<file path="src/rtl/counter_pkg.sv">
// Shared types and constants for the display-counter run controller.
package counter_pkg;

  // Width of the up/down display counter being controlled.
  localparam int CNT_W = 24;

  // Upper limit of the half-range (non-freerun) mode.
  localparam logic [CNT_W-1:0] HALF_MAX = 24'h7FFFFF;

  // FSM encoding; the numeric values are shown on the LEDs.
  typedef enum logic [2:0] {
    ST_CLEAR = 3'd0,
    ST_IDLE  = 3'd1,
    ST_RUN   = 3'd2,
    ST_PAUSE = 3'd3,
    ST_DONE  = 3'd4
  } state_t;

  // True when a half-range run has reached the limit in its current direction.
  // In freerun mode the counter wraps, so there is no limit.
  function automatic logic is_term(input logic             freerun,
                                   input logic             updown,
                                   input logic [CNT_W-1:0] count);
    return !freerun && ((updown && count == HALF_MAX) ||
                        (!updown && count == '0));
  endfunction

endpackage

</file>
<file path="src/rtl/btn_debounce.sv">
// Pushbutton conditioner: two-flop synchronizer, stable-level filter, and a
// one-cycle pulse on each accepted press (0->1 of the filtered level).
module btn_debounce #(
  parameter int DEB_CYCLES = 500_000
) (
  input  logic clock,
  input  logic reset,
  input  logic btn_raw,
  output logic level,
  output logic press
);

  // The filter counter only needs to reach DEB_CYCLES-1.
  localparam int CW = (DEB_CYCLES > 1) ? $clog2(DEB_CYCLES) : 1;
  localparam logic [CW-1:0] LAST = CW'(DEB_CYCLES - 1);

  logic          sync1;
  logic          sync2;
  logic [CW-1:0] stable_cnt;

  // Bring the asynchronous button into the clock domain.
  always_ff @(posedge clock) begin
    // NOTE: clocked state uses non-blocking assignments so every flop samples
    // the pre-edge values; blocking here would collapse the two stages into one.
    if (reset) begin
      sync1 <= 1'b0;
      sync2 <= 1'b0;
    end else begin
      sync1 <= btn_raw;
      sync2 <= sync1;
    end
  end

  // Accept a new level only after it has been seen for DEB_CYCLES consecutive
  // cycles; any return to the accepted level restarts the count.
  always_ff @(posedge clock) begin
    if (reset) begin
      stable_cnt <= '0;
      level      <= 1'b0;
      press      <= 1'b0;
    end else begin
      press <= 1'b0;
      if (sync2 == level) begin
        stable_cnt <= '0;
      end else if (stable_cnt == LAST) begin
        level      <= sync2;
        press      <= sync2;
        stable_cnt <= '0;
      end else begin
        stable_cnt <= stable_cnt + 1'b1;
      end
    end
  end

endmodule

</file>
<file path="src/rtl/counter_ctrl.sv">
// Run-control sequencer for the 24-bit up/down display counter: debounces the
// four buttons, runs the clear/idle/run/pause/done machine, holds the
// direction and freerun mode, and paces count steps with a prescaler.
module counter_ctrl
  import counter_pkg::*;
#(
  parameter int TICK_DIV   = 1_000_000,
  parameter int DEB_CYCLES = 500_000
) (
  input  logic             clock,
  input  logic             reset,
  input  logic             btn_start,
  input  logic             btn_dir,
  input  logic             btn_mode,
  input  logic             btn_clear,
  input  logic [CNT_W-1:0] count,
  output logic             enable1,
  output logic             enable2,
  output logic             updown,
  output logic             freerun,
  output logic             cnt_reset,
  output logic [2:0]       state
);

  localparam int TW = (TICK_DIV > 1) ? $clog2(TICK_DIV) : 1;
  localparam logic [TW-1:0] TICK_LAST = TW'(TICK_DIV - 1);

  state_t        state_q;
  logic [TW-1:0] tick_cnt;
  logic          tick;
  logic          term;

  logic p_start;
  logic p_dir;
  logic p_mode;
  logic p_clear;

  // Filtered levels are not needed here; only the press pulses drive control.
  logic [3:0] level_unused;

  btn_debounce #(.DEB_CYCLES(DEB_CYCLES)) u_deb_start (
    .clock   (clock),
    .reset   (reset),
    .btn_raw (btn_start),
    .level   (level_unused[0]),
    .press   (p_start)
  );

  btn_debounce #(.DEB_CYCLES(DEB_CYCLES)) u_deb_dir (
    .clock   (clock),
    .reset   (reset),
    .btn_raw (btn_dir),
    .level   (level_unused[1]),
    .press   (p_dir)
  );

  btn_debounce #(.DEB_CYCLES(DEB_CYCLES)) u_deb_mode (
    .clock   (clock),
    .reset   (reset),
    .btn_raw (btn_mode),
    .level   (level_unused[2]),
    .press   (p_mode)
  );

  btn_debounce #(.DEB_CYCLES(DEB_CYCLES)) u_deb_clear (
    .clock   (clock),
    .reset   (reset),
    .btn_raw (btn_clear),
    .level   (level_unused[3]),
    .press   (p_clear)
  );

  assign tick = (tick_cnt == TICK_LAST);
  assign term = is_term(freerun, updown, count);

  // Sequencer, mode toggles and prescaler. The prescaler defaults to zero and
  // only advances on cycles that stay in RUN, so any exit from RUN discards
  // the partial interval and every RUN entry starts a fresh one.
  always_ff @(posedge clock) begin
    if (reset) begin
      state_q  <= ST_CLEAR;
      updown   <= 1'b1;
      freerun  <= 1'b1;
      tick_cnt <= '0;
    end else begin
      tick_cnt <= '0;
      if (p_clear) begin
        state_q <= ST_CLEAR;
      end else begin
        if (state_q != ST_CLEAR) begin
          if (p_dir)  updown  <= ~updown;
          if (p_mode) freerun <= ~freerun;
        end
        case (state_q)
          ST_CLEAR: state_q <= ST_IDLE;
          ST_IDLE:  if (p_start) state_q <= ST_RUN;
          ST_RUN: begin
            if (term) begin
              state_q <= ST_DONE;
            end else if (p_start) begin
              state_q <= ST_PAUSE;
            end else begin
              tick_cnt <= tick ? '0 : tick_cnt + 1'b1;
            end
          end
          ST_PAUSE: if (p_start) state_q <= ST_RUN;
          // Restart only if the user has moved off the limit (direction or
          // mode changed); otherwise the run would immediately end again.
          ST_DONE:  if (p_start && !term) state_q <= ST_RUN;
          default:  state_q <= ST_CLEAR;
        endcase
      end
    end
  end

  // Moore decode of the state and prescaler registers; the step is also
  // gated by term so no extra step is issued while the FSM moves to DONE.
  assign state     = state_q;
  assign enable1   = (state_q == ST_CLEAR) || (state_q == ST_RUN);
  assign cnt_reset = (state_q == ST_CLEAR);
  assign enable2   = (state_q == ST_RUN) && tick && !term;

endmodule
</file>
<file path="config.mk">
export PLATFORM = sky130hd
export DESIGN_NAME = counter_ctrl
export DESIGN_NICKNAME = d
export VERILOG_FILES = /design/src/rtl/counter_pkg.sv /design/src/rtl/btn_debounce.sv /design/src/rtl/counter_ctrl.sv
export SDC_FILE = /design/constraint.sdc
export NUM_CORES = 1
export LEC_CHECK = 0
export BUFFER_PORTS_ARGS = -buffer_cell sky130_fd_sc_hd__buf_2
export CAP_MARGIN = 15
export CORE_MARGIN = 5
export CORE_UTILIZATION = 45
export DETAILED_ROUTE_END_ITERATION = 10
export GPL_TIMING_DRIVEN = 0
export PLACE_DENSITY_LB_ADDON = 0.1
export SLEW_MARGIN = 20
export SYNTH_ARGS = -nofsm -noshare
export SYNTH_HDL_FRONTEND = slang
export SYNTH_SLANG_ARGS = --single-unit
export TNS_END_PERCENT = 1
</file>
<file path="constraint.sdc">
create_clock -name clock -period 4.4 [get_ports clock]
set_input_delay 0.88 -clock clock [delete_from_list [all_inputs] [get_ports clock]]
set_output_delay 0.88 -clock clock [all_outputs]
set_load 0.05 [all_outputs]
</file>
==> results.toml, run 1 <==
[routing]
drcViolationCount = 0
detail_route.iter0.violations = 260
avgRoutedWirePerCell_um = 12.11
drt_pass1_iterations = 4
final_antenna_net_count = 0
drt-total-wl_um = 9593
vias_per_cell = 5.044
num_vias = 3995

[run]
cap_violations = 0

[clock_network]
clockBufferDepth = 2
post_cts_resized = 0
cts_buffers = 17
cts_tree = "built"
insertion_delay_ns = 0.41
cts-root-buf = "clkbuf_16"
cts.sinks = 117
clk_pin_slew_ns = 0.05
cts_hold_buf = 0
cts_max_level = 4
cts_setup_buffers = 0

[timing]
setup_viol_count_final = 0
fmax_mhz = 293.9
period_needed_ns = 3.402
slew_viol_final = 0
period_share_pct = 77.33
hold_viol = 0
rsz0062_at_grt = "false"
whs_ns = 0.4339
finalSetupTns_ns = 0
fin_worst_skew_ns = 0.006052
setup_slack_ns = 0.9976
max_slew.worst_pin.slew_ns = 0.5701
slew_headroom_pct = 61.70

[cells_and_area]
instances_no_fill = 792
syn_to_final_growth_pct = 19.30
nNetsFinal = 672
fillCellCount = 1051
drive_gt1_share_pct = 14.48
diodes = 0
multi_input_area_um2 = 2619
final_cell_mix = "dfxtp_1 (117), nor2_1 (112), xnor2_1 (55), nand3_1 (44), buf_2 (42)"
final_util_pct = 54.20
seqCellArea_um2 = 2342
final_common_cell = "dfxtp_1"
final_cell_area_um2 = 6110

[pwr]
p_leak_nw = 2.034
max-vdd-ir-drop_uv = 482.8
p_per_area_nw_per_um2 = 419.0
p_total_mw = 2.560

[placement]
portBuffers = 37
place_congestion = 0.8111
pre_cts_ws_ns = 0.9611
dpl.hpwl_um = 6919
placed_cells = 761
dpl_cell_area_um2 = 5485

[die]
core_um2 = 11270
num_io_pins = 38
dieArea_um2 = 13610
rows = 39
die_h_um = 116.7
start_util_pct = 45.43
die_width_um = 116.7

[worst_setup_path]
setup.worst_path.end_class = "output port"
start_kind = "input port"
rrSetupSlack_ns = 2.44
r2r-start = "u_deb_start.stable_cnt[0]"
arrival_ns = 2.52
cp_max_fo = 10
r2r-end = "u_deb_start.stable_cnt[12]"
crit_required_ns = 3.52
crit_type = "input port to output port"
ff2ff_path_depth = 8

[synthesis]
synth_ff_type = "dfxtp_1"
yosys_warnings = 0
synthTopCellsByArea = "dfxtp_1 (46%), xnor2_1 (9.4%), nor2_1 (8.2%), xor2_1 (6.2%), nand3_1 (4.3%)"
synth_cell_types = 43
synth_top_cell_by_area = "dfxtp_1"
async_flop_share_pct = 0
netlist_area_um2 = 5121
yosysSeqAreaShare_pct = 45.74
synth_top_area_share_pct = 45.74
synth_edf_count = 0
syn_nets = 616
synth-seq-cells = 117
synthCells = 581
synth_area_per_cell_um2 = 8.814

[global_routing]
track_usage_pct = 15.70
grt_pass1_wl_um = 17170
antenna_found_initial = 0
grt_pass1_vias = 3876
grt_max_degree = 17
overflow = 0

[hold_path]
min-delay-start = "u_deb_clear.sync1"
hold_path_class = "flop to flop"
holdPathEnd = "u_deb_clear.sync2"
hold_path_depth = 1

[run_status]
status = "complete, no violations"
==> critical path, stage by stage <==
cell,delay [ns]
buf_2,0.10
nor4_1,0.33
nand3_1,0.18
a2bb2oi_1,0.21
o211ai_1,0.31
buf_4,0.24
nor2_1,0.05
buf_2,0.21
==> cell type report <==
| class | instances | area share (%) |
|---|---|---|
| multi-input combinational | 434 | 42.86 |
| tap | 143 | 2.929 |
| timing repair buffer | 37 | 3.031 |
| clock buffer | 22 | 7.762 |
| inverter | 15 | 0.9216 |
| sequential | 117 | 38.34 |
| clock inverter | 9 | 2.458 |
| buffer | 15 | 1.700 |
==> registers in the layout (all words and copies together), names as in the netlist, 3 cells and up <==
| signal | count |
|---|---|
| tick_cnt | 20 |
| u_deb_clear.stable_cnt | 19 |
| u_deb_dir.stable_cnt | 19 |
| u_deb_mode.stable_cnt | 19 |
| u_deb_start.stable_cnt | 19 |
| state | 3 |
==> cell families after synthesis <==
kind of cell | synth area share, %
adders and majority gates | 1.222
xor gates and xnor gates | 15.56
DFF | 45.74
muxes | 0.7819
AOI/OAI and AO/OA | 1.539
and+or+nand+nor | 32.03
buffers and inverters | 3.127
==> cells in the mapped netlist (3+ instances only) <==
library cell,n
nand4_1,20
and3_1,19
ha_1,5
nor4_2,3
nor4_1,9
inv_1,15
buf_6,3
nor2_1,112
and4_1,6
buf_4,5
xor2_1,36
nor3_1,38
nand2b_1,4
xnor2_1,55
nand2_1,28
o21ai_0,3
nor2b_1,13
nor4b_1,5
mux2i_1,4
buf_2,5
dfxtp_1,117
nand3_1,44
==> report_power, final <==
part	leakage [nW]	switching, mW	internal, mW
Sequential	0.944	0.00344	1.07
Combinational	0.788	0.0306	0.0209
Clock	0.302	0.454	0.985
==> how the worst max path moves through the flow <==
stage               from       to  cells past startpoint
2_1_floorplan   state[0]  enable2                      4
3_3_place_gp   count[23]  enable2                      8
3_5_place_dp   count[18]  enable2                      8
4_1_cts        count[23]  enable2                      8
5_1_grt        count[18]  enable2                      8
6_report       count[18]  enable2                      8
==> routing by layer <==
metal | vias up | GRT usage, % | wire length [um]
met1 | 1830 | 20.09 | 4608
met4 | 0 | 6.040 | 145
met5 | - | 0 | 0
met3 | 14 | 5.907 | 537
li1 | 2089 | - | -
met2 | 62 | 24.08 | 4301
No activity file was read; power rests on OpenSTA's default activity.
==> run 2: changes to the inputs <==
--- a/config.mk
+++ b/config.mk
@@ -5,6 +5,7 @@
 export SDC_FILE = /design/constraint.sdc
 export NUM_CORES = 1
 export LEC_CHECK = 0
+export ABC_AREA = 1
 export BUFFER_PORTS_ARGS = -buffer_cell sky130_fd_sc_hd__buf_2
 export CAP_MARGIN = 15
 export CORE_MARGIN = 5
==> constraint.sdc (replaced) <==
create_clock -name clock -period 3.45 [get_ports clock]
set_input_delay 0.69 -clock clock [delete_from_list [all_inputs] [get_ports clock]]
set_output_delay 0.69 -clock clock [all_outputs]
set_load 0.05 [all_outputs]
==> run 2 against run 1 <==
Final cell count rose by 23%. Global-route usage fell by 0.22 points. Die area rose by 7.0%. Non-clock buffer count fell by 8. Synthesized cell count rose by 30%. Utilization fell by 0.27 points. Routed wire length rose by 8.9%. Combinational power rose by 110%. Largest cell class unchanged.
==> results.toml, run 2 <==
[global_routing]
grt_pass1_wl_um = 18560
grt_pass1_vias = 4325
overflow = 0
track_usage_pct = 15.49
antenna_found_initial = 0
grt_max_degree = 17

[timing]
fin_worst_skew_ns = 0.006408
rsz0062_at_grt = "false"
hold_viol = 0
max_slew.worst_pin.slew_ns = 0.4763
fmax_mhz = 394.5
period_share_pct = 73.47
finalSetupTns_ns = 0
slew_viol_final = 0
setup_slack_ns = 0.9151
period_needed_ns = 2.535
setup_viol_count_final = 0
slew_headroom_pct = 68.25

[worst_setup_path]
arrival_ns = 1.84
crit_required_ns = 2.76
cp_max_fo = 3
setup.worst_path.end_class = "output port"
start_kind = "flop"
crit_type = "flop to output port"
rrSetupSlack_ns = 1.53

[routing]
drt_pass1_iterations = 4
detail_route.iter0.violations = 215
drcViolationCount = 0
vias_per_cell = 4.784
avgRoutedWirePerCell_um = 10.74
final_antenna_net_count = 0
num_vias = 4650
drt-total-wl_um = 10440

[die]
num_io_pins = 38
dieArea_um2 = 14570
die_h_um = 120.7
core_um2 = 12010
rows = 40
die_width_um = 120.7
start_util_pct = 45.92

[synthesis]
async_flop_share_pct = 0
synthCells = 756
synth_edf_count = 0
synth_most_common_cell = "nand2_1"
yosysSeqAreaShare_pct = 42.47
synth_cell_types = 39
synth_top_cell_by_area = "dfxtp_1"
synth_ff_type = "dfxtp_1"
synth-seq-cells = 117
synth_top_area_share_pct = 42.47
synthTopCellsByArea = "dfxtp_1 (42%), nand2_1 (9.1%), nor2_1 (8.0%), inv_1 (7.9%), xor2_1 (3.7%)"
synth_area_per_cell_um2 = 7.295
yosys_warnings = 0
syn_nets = 791
netlist_area_um2 = 5515
synth.top_cells.by_count = "nand2_1 (133), dfxtp_1 (117), nor2_1 (117)"

[placement]
pre_cts_ws_ns = 0.9496
dpl.hpwl_um = 7799
place_congestion = 0.8477
portBuffers = 37
dpl_cell_area_um2 = 5884

[cells_and_area]
drive_gt1_share_pct = 14.18
final_cell_area_um2 = 6477
largest_reg_flops = 20
nNetsFinal = 847
final_cell_mix = "nand2_1 (133), nor2_1 (117), dfxtp_1 (117), inv_1 (116)"
final_common_cell = "nand2_1"
syn_to_final_growth_pct = 17.45
regMostFlops = "tick_cnt"
diodes = 0

[pwr]
pwr-share-comb_pct = 3.3
max-vdd-ir-drop_uv = 451.9
p_int_mw = 2.563
p_clk_share_pct = 54.3
p_leak_nw = 2.535
pwr-share-seq_pct = 42.4
switching_power_uw = 666.8
p_per_area_nw_per_um2 = 498.6
p_sw_share_pct = 20.64

[run]
cap_violations = 0

[clock_network]
cts_tree = "built"
clk_pin_slew_ns = 0.05
clockBufferDepth = 2
cts_buffers = 17
insertion_delay_ns = 0.41
cts_max_level = 4
cts_setup_buffers = 0
cts-root-buf = "clkbuf_16"
post_cts_resized = 0
cts.sinks = 117
cts_hold_buf = 0

[hold_path]
hold_path_class = "flop to flop"

[run_status]
status = "complete, no violations"
==> run 2: cell families (layout without fill, tap and decap cells) <==
family / count (synthesis) / in the layout / share of synthesized area [%]
XOR/XNOR: 33 / 33 / 5.240
multiplexers: 1 / 1 / 0.1815
AO/OA/AOI/OAI: 66 / 66 / 6.352
flip-flops: 117 / 117 / 42.47
buffers and inverters: 126 / 195 / 8.711
AND/OR/NAND/NOR: 408 / 408 / 35.91
adder cells (fa/ha/maj): 5 / 5 / 1.134
==> run 2: routing by layer <==
metal	up-vias	track usage (%)	routed length [um]
met5	-	0	0
met4	0	4.887	78
met3	7	5.940	506
met2	60	23.96	4660
met1	2062	19.96	5198
li1	2521	-	-
==> run 2: through the flow <==
stage,hold slack [ns],total power [mW],utilization [%],cells
2_1_floorplan,0.3883,1.466,-,756
3_3_place_gp,0.3960,1.502,48.99,940
3_5_place_dp,0.3961,1.505,48.99,940
4_1_cts,0.4033,3.275,53.93,972
5_1_grt,0.4216,3.361,53.93,972
6_report,0.4005,3.230,53.93,972
==> run 2: final timing paths <==
check	start	end	cells after the start
setup / recovery	tick_cnt[0]	enable2	8
hold reg to reg	u_deb_mode.sync1	u_deb_mode.sync2	2
hold / removal	u_deb_mode.sync1	u_deb_mode.sync2	2
setup reg to reg	u_deb_start.stable_cnt[0]	u_deb_start.stable_cnt[12]	10
==> run 2: area by class of cell <==
class,instances,area (um^2)
buffer,7,33.78
clock buffer,22,464.2
clock inverter,10,128.9
fill,1151,5534
inverter,119,446.7
multi-input combinational,513,2693
sequential,117,2342
tap,147,183.9
timing repair buffer,37,185.2
==> run 2: power by group through the flow <==
stage	clock network, mW	logic, mW	registers, mW
final	1.75	0.108	1.37
after global routing	1.87	0.121	1.37
after CTS	1.80	0.108	1.37
after detailed placement	0	0.108	1.40
after global placement	0	0.105	1.40
after floorplan	0	0.0614	1.41
==> run 2: worst max-delay path, stage by stage (launching register included) <==
cell and delay, ns:
dfxtp_1 0.35, ha_1 0.17, nand2_1 0.07, inv_1 0.07, nand3_1 0.09, nor2_1 0.16, nand3_1 0.13, nor2_1 0.13
buf_2 0.28
